===== src/rtl/axi_master_unpacker.sv =====
// Load-side DMA engine: fetches matrix rows from DDR with AXI4 INCR read bursts
// and writes each completed burst to the input-buffer SRAM as one full-width row.
module axi_master_unpacker #(
    parameter int AXI_DATA_WIDTH  = 64,
    parameter int SRAM_DATA_WIDTH = 32,
    parameter int ARRAY_WIDTH     = 16,
    parameter int ADDR_WIDTH      = 10
) (
    input  logic                       clk,
    input  logic                       rst,
    input  logic                       start_load,
    output logic                       load_done_irq,
    output logic                       load_err,
    input  logic [63:0]                reg_ddr_addr,
    input  logic [31:0]                reg_m_len,
    input  logic [31:0]                reg_addr_s,
    output logic                       wr_en,
    output logic [ADDR_WIDTH-1:0]      wr_addr,
    output logic [SRAM_DATA_WIDTH-1:0] wr_data [ARRAY_WIDTH],
    output logic [31:0]                araddr,
    output logic [7:0]                 arlen,
    output logic [2:0]                 arsize,
    output logic [1:0]                 arburst,
    output logic                       arvalid,
    input  logic                       arready,
    input  logic [AXI_DATA_WIDTH-1:0]  rdata,
    input  logic [1:0]                 rresp,
    input  logic                       rlast,
    input  logic                       rvalid,
    output logic                       rready
);

    localparam int EPB       = AXI_DATA_WIDTH / SRAM_DATA_WIDTH;
    localparam int BEATS     = ARRAY_WIDTH / EPB;
    localparam int ROW_BYTES = ARRAY_WIDTH * SRAM_DATA_WIDTH / 8;
    localparam int BEAT_W    = (BEATS > 1) ? $clog2(BEATS) : 1;

    localparam logic [BEAT_W-1:0] LAST_BEAT = BEAT_W'(BEATS - 1);
    localparam logic [7:0]        ARLEN     = 8'(BEATS - 1);
    localparam logic [2:0]        ARSIZE    = 3'($clog2(AXI_DATA_WIDTH / 8));

    typedef enum logic [2:0] {
        S_IDLE,
        S_ADDR,
        S_DATA,
        S_WRITE,
        S_DONE
    } state_t;

    state_t                     r_state;
    state_t                     w_state_next;
    logic [31:0]                r_m_len;
    logic [31:0]                r_row_cnt;
    logic [BEAT_W-1:0]          r_beat_cnt;
    logic [31:0]                r_araddr;
    logic [7:0]                 r_arlen;
    logic                       r_arvalid;
    logic                       r_rready;
    logic                       r_wr_en;
    logic [ADDR_WIDTH-1:0]      r_wr_addr;
    logic [SRAM_DATA_WIDTH-1:0] r_row [ARRAY_WIDTH];
    logic                       r_irq;
    logic                       r_err;

    logic        w_start;
    logic        w_ar_hs;
    logic        w_r_hs;
    logic        w_last_beat;
    logic [31:0] w_row_cnt_inc;
    logic        w_unused;

    assign w_start       = (r_state == S_IDLE) && start_load;
    assign w_ar_hs       = r_arvalid && arready;
    assign w_r_hs        = r_rready && rvalid;
    assign w_last_beat   = (r_beat_cnt == LAST_BEAT);
    assign w_row_cnt_inc = r_row_cnt + 32'd1;
    assign w_unused      = ^{reg_ddr_addr[63:32], reg_addr_s[31:ADDR_WIDTH]};

    always_comb begin
        // NOTE: default assigned first so every path writes w_state_next and no latch is inferred.
        w_state_next = r_state;
        unique case (r_state)
            S_IDLE:  if (start_load) w_state_next = (reg_m_len == 32'd0) ? S_DONE : S_ADDR;
            S_ADDR:  if (w_ar_hs) w_state_next = S_DATA;
            S_DATA:  if (w_r_hs && w_last_beat) w_state_next = S_WRITE;
            S_WRITE: w_state_next = (w_row_cnt_inc == r_m_len) ? S_DONE : S_ADDR;
            S_DONE:  w_state_next = S_IDLE;
            default: w_state_next = S_IDLE;
        endcase
    end

    // NOTE: non-blocking assignments so every register samples pre-edge values.
    always_ff @(posedge clk) begin
        if (!rst) begin
            r_state    <= S_IDLE;
            r_m_len    <= '0;
            r_row_cnt  <= '0;
            r_beat_cnt <= '0;
            r_araddr   <= '0;
            r_arlen    <= '0;
            r_arvalid  <= 1'b0;
            r_rready   <= 1'b0;
            r_wr_en    <= 1'b0;
            r_wr_addr  <= '0;
            r_irq      <= 1'b0;
            r_err      <= 1'b0;
            // NOTE: the row buffer is reset because it drives wr_data directly.
            for (int i = 0; i < ARRAY_WIDTH; i++) r_row[i] <= '0;
        end else begin
            r_state   <= w_state_next;
            // Strobes are registered from the next state so no AXI input reaches an output combinationally.
            r_arvalid <= (w_state_next == S_ADDR);
            r_rready  <= (w_state_next == S_DATA);
            r_wr_en   <= (w_state_next == S_WRITE);
            r_irq     <= (w_state_next == S_DONE);

            if (w_start) begin
                r_araddr  <= reg_ddr_addr[31:0];
                r_arlen   <= ARLEN;
                r_m_len   <= reg_m_len;
                r_wr_addr <= reg_addr_s[ADDR_WIDTH-1:0];
                r_row_cnt <= '0;
                r_err     <= 1'b0;
            end

            if (w_ar_hs) r_beat_cnt <= '0;

            if (w_r_hs) begin
                r_beat_cnt <= r_beat_cnt + BEAT_W'(1);
                if (rresp != 2'b00 || rlast != w_last_beat) r_err <= 1'b1;
                // Lowest lane of the beat lands in the lowest element index.
                for (int i = 0; i < ARRAY_WIDTH; i++) begin
                    if (i / EPB == int'(r_beat_cnt))
                        r_row[i] <= rdata[SRAM_DATA_WIDTH*(i%EPB) +: SRAM_DATA_WIDTH];
                end
            end

            // Running address registers stand in for base + row_cnt * stride.
            if (r_state == S_WRITE) begin
                r_row_cnt <= w_row_cnt_inc;
                r_araddr  <= r_araddr + 32'(ROW_BYTES);
                r_wr_addr <= r_wr_addr + ADDR_WIDTH'(1);
            end
        end
    end

    assign araddr        = r_araddr;
    assign arlen         = r_arlen;
    assign arsize        = ARSIZE;
    assign arburst       = 2'b01;
    assign arvalid       = r_arvalid;
    assign rready        = r_rready;
    assign wr_en         = r_wr_en;
    assign wr_addr       = r_wr_addr;
    assign wr_data       = r_row;
    assign load_done_irq = r_irq;
    assign load_err      = r_err;

endmodule


===== config.mk =====
export PLATFORM = sky130hd
export DESIGN_NAME = axi_master_unpacker
export DESIGN_NICKNAME = d
export VERILOG_FILES = /design/src/rtl/axi_master_unpacker.sv
export SDC_FILE = /design/constraint.sdc
export NUM_CORES = 1
export LEC_CHECK = 0
export BUFFER_PORTS_ARGS = -buffer_cell sky130_fd_sc_hd__buf_2
export CORE_AREA = 3 3 300 302
export CTS_CLUSTER_DIAMETER = 40
export DETAILED_ROUTE_END_ITERATION = 8
export DIE_AREA = 0 0 303 305
export RECOVER_POWER = 100
export SYNTH_ARGS = -nofsm -noshare
export SYNTH_HDL_FRONTEND = slang
export SYNTH_SLANG_ARGS = --single-unit

===== constraint.sdc =====
create_clock -name clk -period 3.15 [get_ports clk]
set_input_delay 0 -clock clk [delete_from_list [all_inputs] [get_ports clk]]
set_output_delay 0 -clock clk [all_outputs]
set_load 0.01 [all_outputs]

; Yosys cells after proc, flatten, opt, wreduce, memory -nomap -nowiden
; Index checks and enable logic that the tools add are counted.
; Widths: inputs -> output; s select.
[word_totals]
output_inout_bits = 572
wordCells = 85
ff_bits = 630
inputBits = 200
[classes]
muxes = 17
n_reduce_logical = 19
addsub = 4
n_eq_ne = 17
[ops]
columns = cell, count
row1 = $mux 32, 4
row2 = $add 32x1->32 const B, 1
row3 = $add 32x7->32 const B, 1
row4 = $eq 32x32->1, 1
row5 = $logic_not 32->1, 1
row6 = $mux 3, 7
row7 = $mux 10, 2
row8 = $reduce_and 2->1, 8
row9 = $eq 3x2->1 const B, 4
row10 = $eq 3x3->1 const A, 4
row11 = $pmux 3 s4, 1
row12 = $add 10x1->10 const B, 1
row13 = $eq 2x3->1 const A, 2
row14 = $eq 3x1->1 const B, 2
row15 = $eq 3x3->1 const B, 2
row16 = $logic_not 3->1, 2
row17 = $reduce_bool 2->1, 3
row18 = $logic_and 1x1->1, 4
row19 = $add 3x1->3 const B, 1
row20 = $eq 1x3->1 const A, 1
row21 = $mux 1, 3
row22 = $logic_or 1x1->1, 1
row23 = $ne 1x1->1, 1

; Longest topological paths before layout
; Gate-level depths: netlist of run 1.
[depth]
depth_word = 5
ltp_mapped = 9
ltp_nobuf = 8

; Worst setup path after synthesis of run 1
; Ideal clock, no wire load.
[synth_path]
kind = reg-to-reg
from = register r_row_cnt[0]
to = register r_arvalid (netlist: arvalid)
setup_ns = 0.115
required_ns = 3.035
n_path_buf = 0
path_stages_with_launch = 9
synth_period_minus_slack_ns = 2.529
t_arrival_ns = 2.414
slack_ns = 0.621
cell_sequence = dfxtp_1 -> ha_1 -> nand3_4 -> or4_4 -> o31a_1 -> nor4_1 -> and4b_1 -> nand4_1 -> and3_1
[synth_between]
elab_chain_len = 5
[synth_lines]
columns = element, line_no
row1 = start: declaration, 53  ; logic [31:0] r_row_cnt;
row2 = start signal: assignment, 140  ; r_row_cnt <= w_row_cnt_inc;
row3 = $add 32x1->32, 76  ; assign w_row_cnt_inc = r_row_cnt + 32'd1;
row4 = $eq 32x32->1, 86  ; S_WRITE: w_state_next = (w_row_cnt_inc == r_m_len) ? S_DONE : S_ADDR;
row5 = $mux 3, 86
row6 = $pmux 3 s4, 82  ; unique case (r_state)
row7 = $eq 3x1->1, 112  ; r_arvalid <= (w_state_next == S_ADDR);
row8 = end signal: assignment, 112
row9 = end: declaration, 57  ; logic r_arvalid;
; Every way passes these cells.
; A chain may end at the register's enable or synchronous reset.

; Final worst setup path of run 1
[layout_path]
from = register r_row_cnt[1]
to = register r_arvalid (netlist: arvalid)
; The elaborated chain is that of the path after synthesis.

==> metrics.txt, run 1 <==
grt ovf=0; vias in the first global route=about 24000; Worst-path clk slew=0.05 ns; Synth Instances=3196; Clock power frac=0.552; asr flop ratio synth=0; Final Setup Violations=0; Hold WS=around 0.14 ns; Switch Pwr=around 4.8 mW; RR Startpoint=r_row_cnt[1]; H-tree depth=3; global-route wire length before repair=151000 um; EDFF count, synth=0; DRT antenna net count=0; r2r setup slk=roughly 0.18 ns; P&R area growth vs syn=34.2%; pre-CTS WS=between 0.3 and 0.4 ns; Inserted Clock Buffers=97; Seq pwr share=0.400; CP Max Fanout=7; Tot GR Track Use=0.214; Hold Path Class=input port to flop; worst setup margin=around 0.18 ns; WHS Endpoint=araddr[27]; clk_skew=between 0.015 and 0.02 ns; Cell variety after synth=66; Pwr per Cell Area=slightly above 600 nW/um2; Slew headroom=-0.114; clock sinks=between 600 and 700; # hold bufs at CTS=approximately 140; initial antenna violation count=6; RSZ-0062 raised after global routing=false; syn avg cell area=about 7.7 um2; yosys warns=0; row cnt=109; crit start category=flop; failing checks=capacitance limit, slew limit; Core ar.=between 80000 and 90000 um2; sequential-to-total area share from yosys stat=0.512; P_leak=around 11 nW; WHS Path Cells=4; # DRC=0; Final TNS setup=0 ns; vias per inst=around 4.9; Fmax=around 340 MHz; Worst EP arrival=around 3.5 ns; CTS root buf=clkbuf_16; post-synthesis register bit count=between 600 and 700; drt pass-1 iters=7; gp weighted congestion=0.896; CTS tree=built; Worst Tran Pin Value=approximately 1.7 ns; Power Internal=15.6 mW; Final Util=0.376; Setup Crit Path Kind=flop to flop; detailed-route via count=25119; port buffer count=707; largest net degree at the start of global routing=109; Slew Limit Fails=just under 80; Tcrit/Tclk final=0.942; Combinational Power Share=0.049; VDD IR max=0.461 mV; Die X=303 um; I/O pins=around 770; Final nets=between 4000 and 5000; CTS resizes=0; Initial DRC Count=1945; Most used DFF post-synth=dfxtp_1; Die Area=92400 um2; Final min period=between 2 and 3 ns; Mapped Area=24600 um2; clock latency on the worst-skew pair=0.66 ns; share of cells above drive strength 1=0.102; Die Ht=305 um; Final Hold Vio Count=0; r2r worst-path depth=8; outcome=finished, violations left; Sw Share=0.234; CTS max path bufs=3; Hold Startpoint=reg_ddr_addr[27]; FILL cells=approximately 9400; reg2reg end=arvalid; routed len/inst=20.1 um; HPWL after DPL=approximately 69000 um; WP data required=3.69 ns; CP endpoint kind=flop; Initial Util=0.280; Total Wirelength=104000 um; post-CTS setup buffer count=0; maxcap violations=1; total power=between 20 and 25 mW
==> registers in the layout, summed over array words and instances, names as in the netlist <==
register and count:
wr_en 1, rready 1, arlen 1, wr_data 512, load_done_irq 1, araddr 32
r_row_cnt 32, load_err 1, wr_addr 10, arvalid 1, r_beat_cnt 3, r_m_len 32
r_state 3
==> cells by family (layout without fill, tap and decap cells) <==
family	after synthesis	count (layout)	share of synthesized area
adder cells (fa/ha/maj)	9	9	0.00457
AO/OA/AOI/OAI	759	759	0.162
buffers and inverters	315	1101	0.0616
flip-flops	630	630	0.512
AND/OR/NAND/NOR	1439	1439	0.244
multiplexers	2	2	0.000864
other	2	17	0.000305
XOR/XNOR	40	40	0.0142
==> stage by stage <==
| step | instances | cell area [um2] |
|---|---|---|
| final | 5162 | 33000 |
| after CTS | 5155 | 33800 |
| after global routing | 5158 | 33000 |
| after floorplan | 3204 | 24700 |
| after global placement | 4830 | 29000 |
| after detailed placement | 4830 | 29000 |
==> cells in the final DEF, fill, tap and decap left out, types with 19 or more instances in the layout <==
| master | synthesis | final |
|---|---|---|
| nor3_1 | 26 | 26 |
| a21oi_1 | 636 | 636 |
| a31oi_1 | 20 | 20 |
| o21ai_0 | 49 | 49 |
| nand3_1 | 26 | 23 |
| clkbuf_16 | 0 | 98 |
| clkinv_2 | 0 | 19 |
| nor4_1 | 27 | 27 |
| dlygate4sd3_1 | 0 | 144 |
| xnor2_1 | 22 | 22 |
| buf_2 | 12 | 145 |
| clkbuf_1 | 194 | 577 |
| nand2_1 | 1173 | 1169 |
| nand4_1 | 22 | 22 |
| buf_4 | 79 | 31 |
| nor2_1 | 78 | 77 |
| dfxtp_1 | 630 | 630 |
==> synth_stat cells (all sizes together) (12+ instances only) <==
master | n | area share
nand2 | 1173 | 0.18
a21oi | 636 | 0.13
dfxtp | 630 | 0.51
clkbuf | 194 | 0.030
buf | 112 | 0.031
nor2 | 78 | 0.012
o21ai | 49 | 0.010
nor4 | 33 | 0.012
nand3 | 28 | 0.0064
nor3 | 27 | 0.0057
nand4 | 25 | 0.0075
and3 | 24 | 0.0061
xnor2 | 22 | 0.0078
a31oi | 20 | 0.0051
xor2 | 18 | 0.0064
and4 | 12 | 0.0043
==> layout make-up <==
| cell class | count | area [um2] | share of cell area |
|---|---|---|---|
| clock inverters | 60 | 778 | 0.0236 |
| diodes | 7 | 17.5 | 0.000530 |
| multi-input cells | 2259 | 10600 | 0.321 |
| clock buffers | 121 | 2660 | 0.0805 |
| well taps | 1165 | 1460 | 0.0441 |
| repair buffers | 911 | 4870 | 0.148 |
| flip-flops and latches | 630 | 12600 | 0.382 |
| inverters | 9 | 41.3 | 0.00125 |
==> how the worst max path moves through the flow <==
stage,from,to,slack [ns],cells after the start
detailed placement,r_row_cnt[1],arvalid,0.30,8
finish,r_row_cnt[1],arvalid,0.18,8
global placement,r_row_cnt[1],arvalid,0.35,8
CTS,r_row_cnt[1],arvalid,0.26,8
global route,r_row_cnt[1],arvalid,0.07,8
floorplan,r_row_cnt[0],arvalid,0.62,8
==> power by group through the flow <==
| stage | logic (mW) | clock network, mW | registers [mW] |
|---|---|---|---|
| CTS | 1.00 | 11.4 | 8.13 |
| floorplan | 0.509 | 0 | 8.30 |
| detailed placement | 0.859 | 0 | 8.30 |
| global placement | 0.859 | 0 | 8.30 |
| global route | 1.07 | 11.8 | 8.14 |
| finish | 0.993 | 11.2 | 8.14 |
==> worst max-delay path, cell delays in order (launching register included) <==
cell and delay, ns:
dfxtp_1 0.41, ha_1 0.36, nand3_4 0.18, or4_1 0.61, nor3_1 0.34, mux2i_1 0.24
and4b_1 0.26, nand4_1 0.22, and3_1 0.24
==> routing by layer <==
layer  global-route usage  vias to the layer above  routed length, um
li1                     -                    12015                  -
met1                0.262                    11869              42400
met2                0.359                      999              49300
met3               0.0469                      236               7750
met4               0.0948                        0               4350
met5                    0                        -                  0
Power figures use the tool's default switching activity.
==> run 2, diff against run 1 <==
--- a/config.mk
+++ b/config.mk
@@ -5,11 +5,12 @@
 export SDC_FILE = /design/constraint.sdc
 export NUM_CORES = 1
 export LEC_CHECK = 0
+export ABC_AREA = 1
 export BUFFER_PORTS_ARGS = -buffer_cell sky130_fd_sc_hd__buf_2
-export CORE_AREA = 3 3 300 302
-export CTS_CLUSTER_DIAMETER = 40
+export CORE_AREA = 3 3 302 304
+export CTS_CLUSTER_DIAMETER = 100
 export DETAILED_ROUTE_END_ITERATION = 8
-export DIE_AREA = 0 0 303 305
+export DIE_AREA = 0 0 305 307
 export RECOVER_POWER = 100
 export SYNTH_ARGS = -nofsm -noshare
 export SYNTH_HDL_FRONTEND = slang
==> metrics.txt, run 2 <==
outcome=finished, violations left; failing checks=capacitance limit, slew limit; mux share of post-synthesis cell area=0 (-0.000864); Setup Crit Path Kind=flop to flop; Yosys top cell by area=dfxtp_1; Cell variety after synth=40 (-39%); max reg flops=512 (unchanged); Total Wirelength=107000 um (+3.1%); detailed-route via count=25777 (+2.6%); WP buf/inv=1 (+1); r2r setup slk=0.35 ns (+0.16 ns); Hold Path Class=input port to flop; gp weighted congestion=0.887 (-1.0%); share of the synthesized area in the top cell type=0.508 (-0.00446); Mapped Area=24800 um2 (+0.88%); Initial Util=0.281 (+0.000720); Hold Startpoint=rvalid; share of cells above drive strength 1=0.0859 (-0.0164); CP endpoint kind=flop; most used cell, CP=nand2_1; CP cell instances=ha_1, ha_2, nand2_1, buf_6, nand2_1, a21oi_1; clock sinks=630 (unchanged); grt ovf=0 (unchanged); VDD IR max=0.384 mV (-17%); Final nets=4354 (+5.8%); xor/xnor share of the synthesized area=0.00725 (-0.00698); Initial DRC Count=2082 (+7.0%); Synth Instances=3423 (+7.1%); DP Cell Count=5065 (+4.9%); post-synthesis adder-cell area fraction=0.00453 (-0.0000399); WHS Endpoint=r_beat_cnt[2]; Switch Pwr=4.46 mW (-6.6%); Critical Path Slowest Stage Cell=ha_2; syn avg cell area=7.26 um2 (-5.8%); drt pass-1 iters=8 (+1); total power=18.1 mW (-11%); Synth Area in Compound Gates=0.139 (-0.0228); reg2reg end=wr_data[312]; Slew Limit Fails=91 (+18%); RSZ-0062 raised after global routing=false; Slew headroom=-0.0983 (+0.0159); port buffer count=707 (unchanged); P_leak=13.6 nW (+21%); main combinational cell family by area after synthesis=simple AND/OR/NAND/NOR gates; Final Setup Violations=0 (unchanged); CTS max path bufs=3 (unchanged); Die X=305 um (+0.66%); vias per inst=4.80 (-1.4%); Combinational Power Share=0.059 (+0.010); Fmax=357 MHz (+5.8%); Worst EP arrival=3.25 ns (-0.25 ns); yosys warns=0 (unchanged); slowest stage delay, CP=0.76 ns (+0.15 ns); CTS root buf=clkbuf_16; FILL cells=9468 (+0.64%); count leader, synth=nor2_1; post-synthesis register bit count=630 (unchanged); Worst Tran Pin Value=1.65 ns (-0.0239 ns); sequential-to-total area share from yosys stat=0.508 (-0.00446); global-route wire length before repair=158000 um (+4.4%); Post-Synth Simple-Gate Area=0.275 (+0.0313); vias in the first global route=24497 (+3.4%); # DRC=0 (unchanged); most frequent cells in the layout=1026 x nor2_1, 630 x dfxtp_1, 575 x clkbuf_1; WP data required=3.60 ns (-0.09 ns); largest net degree at the start of global routing=160 (+47%); Post-synth top cells=1027 x nor2_1, 630 x dfxtp_1, 501 x o21ai_0, 417 x nand2_1, 195 x clkbuf_1; clk_skew=0.0305 ns (+0.0111 ns); CP Max Fanout=54 (+47); H-tree depth=3 (unchanged); RR Startpoint=r_beat_cnt[0]; Seq pwr share=0.449 (+0.049); Tcrit/Tclk final=0.890 (-0.0520); row cnt=109 (unchanged); WHS Path Cells=4 (unchanged); Layout Cells excl Fill=5372 (+4.1%); routed len/inst=19.9 um (-0.94%); largest delay contributor family on the critical path=adder cells; Final TNS setup=0 ns (unchanged); post-CTS setup buffer count=0 (unchanged); Tot GR Track Use=0.219 (+0.00493); crit start category=flop; Die Ht=307 um (+0.66%); DP Area=29200 um2 (+0.90%); critical path launch point=r_beat_cnt[0]; Finished Cell Area=32700 um2 (-1.2%); Inserted Clock Buffers=74 (-24%); Power Internal=13.7 mW (-12%); Worst-path clk slew=0.06 ns (about the same); Core ar.=88500 um2 (+0.62%); CTS tree=built; pre-CTS WS=0.568 ns (+0.263 ns); Clock power frac=0.492 (-0.060); Synth area leaders=dfxtp_1 51%, nor2_1 16%, o21ai_0 10%; Final min period=2.80 ns (-0.164 ns); Pwr per Cell Area=555 nW/um2 (-9.9%); DRT antenna net count=0 (unchanged); initial antenna violation count=0 (-6); EDFF count, synth=0 (unchanged); asr flop ratio synth=0 (unchanged); r2r worst-path depth=6 (-2); I/O pins=772 (unchanged); Die Area=93600 um2 (+1.3%); Most used DFF post-synth=dfxtp_1; Sw Share=0.246 (+0.0115); HPWL after DPL=70800 um (+3.0%); most common cell after layout, fill and taps aside=nor2_1; maxcap violations=3 (+2); worst setup margin=0.346 ns (+0.164 ns); Final Hold Vio Count=0 (unchanged); P&R area growth vs syn=31.5%; clock latency on the worst-skew pair=0.62 ns (-0.04 ns)
run 2: changes by cell type in the layout (fill, tap and decap cells not counted), moves of 25 or more:
| cell | previous run | this run |
|---|---|---|
| o21ai_0 | 49 | 501 |
| nor2_1 | 77 | 1026 |
| inv_1 | 8 | 106 |
| dlygate4sd3_1 | 144 | 169 |
| nand3_1 | 23 | 145 |
| nand2_1 | 1169 | 419 |
| a21oi_1 | 636 | 138 |
run 2: worst max-delay path by stage:
stage	end	slack (ns)	cells after the start
after detailed placement	arvalid	0.57	16
after floorplan	arvalid	1.13	18
after global placement	arvalid	0.57	16
final	wr_data[312]	0.35	6
after global routing	wr_data[315]	0.15	6
after CTS	r_m_len[8]	0.54	6
run 2: worst reg2reg max path: stages, from the launching register on:
cell and delay (ns):
dfxtp_1 0.41, ha_1 0.24, ha_2 0.76, nand2_1 0.55, buf_6 0.45, nand2_1 0.16, a21oi_1 0.07
run 2: final cells by class:
class                      instances  area [um2]  share of cell area
tap                             1165        1460              0.0446
clock inverter                    29         389              0.0119
sequential                       630       12600               0.386
multi-input combinational       2403       10600               0.326
timing repair buffer             919        4910               0.150
clock buffer                     105        2180              0.0667
inverter                         117         450              0.0138
antenna                            4        10.0            0.000307
run 2: timing repair:
item | CTS | global route
setup endpoints to repair | 0 | 0
hold endpoints to repair | 596 | 0
hold buffers | 169 | 0
resized for setup | 0 | 0
run 2: routing by layer:
layer	up-vias	GRT usage	wire length [um]
li1	12407	-	-
met4	0	0.0836	4000
met5	-	0	0
met3	199	0.0587	8890
met2	1017	0.365	49500
met1	12154	0.270	44700
run 2: through the flow:
| stage | utilization | hold slack [ns] |
|---|---|---|
| after CTS | 0.378 | 0.0128 |
| after detailed placement | 0.330 | 0.234 |
| after global placement | 0.330 | 0.231 |
| after floorplan | - | 0.135 |
| after global routing | 0.369 | 0.0394 |
| final | 0.369 | 0.0176 |
run 2: power by group through the flow:
stage                     combinational [mW]  clock [mW]  sequential (mW)
after floorplan                        0.500           0             8.31
after detailed placement               0.904           0             8.31
after global placement                 0.906           0             8.31
after global routing                    1.16        9.44             8.15
final                                   1.07        8.92             8.14
after CTS                               1.08        9.09             8.14
run 2: kinds of logic (layout without fill, tap and decap cells):
group | count (synthesis) | in the layout
adder cells (fa/ha/maj) | 9 | 9
other | 2 | 14
flip-flops | 630 | 630
buffers and inverters | 398 | 1170
AND/OR/NAND/NOR | 1686 | 1686
AO/OA/AOI/OAI | 679 | 679
XOR/XNOR | 19 | 19
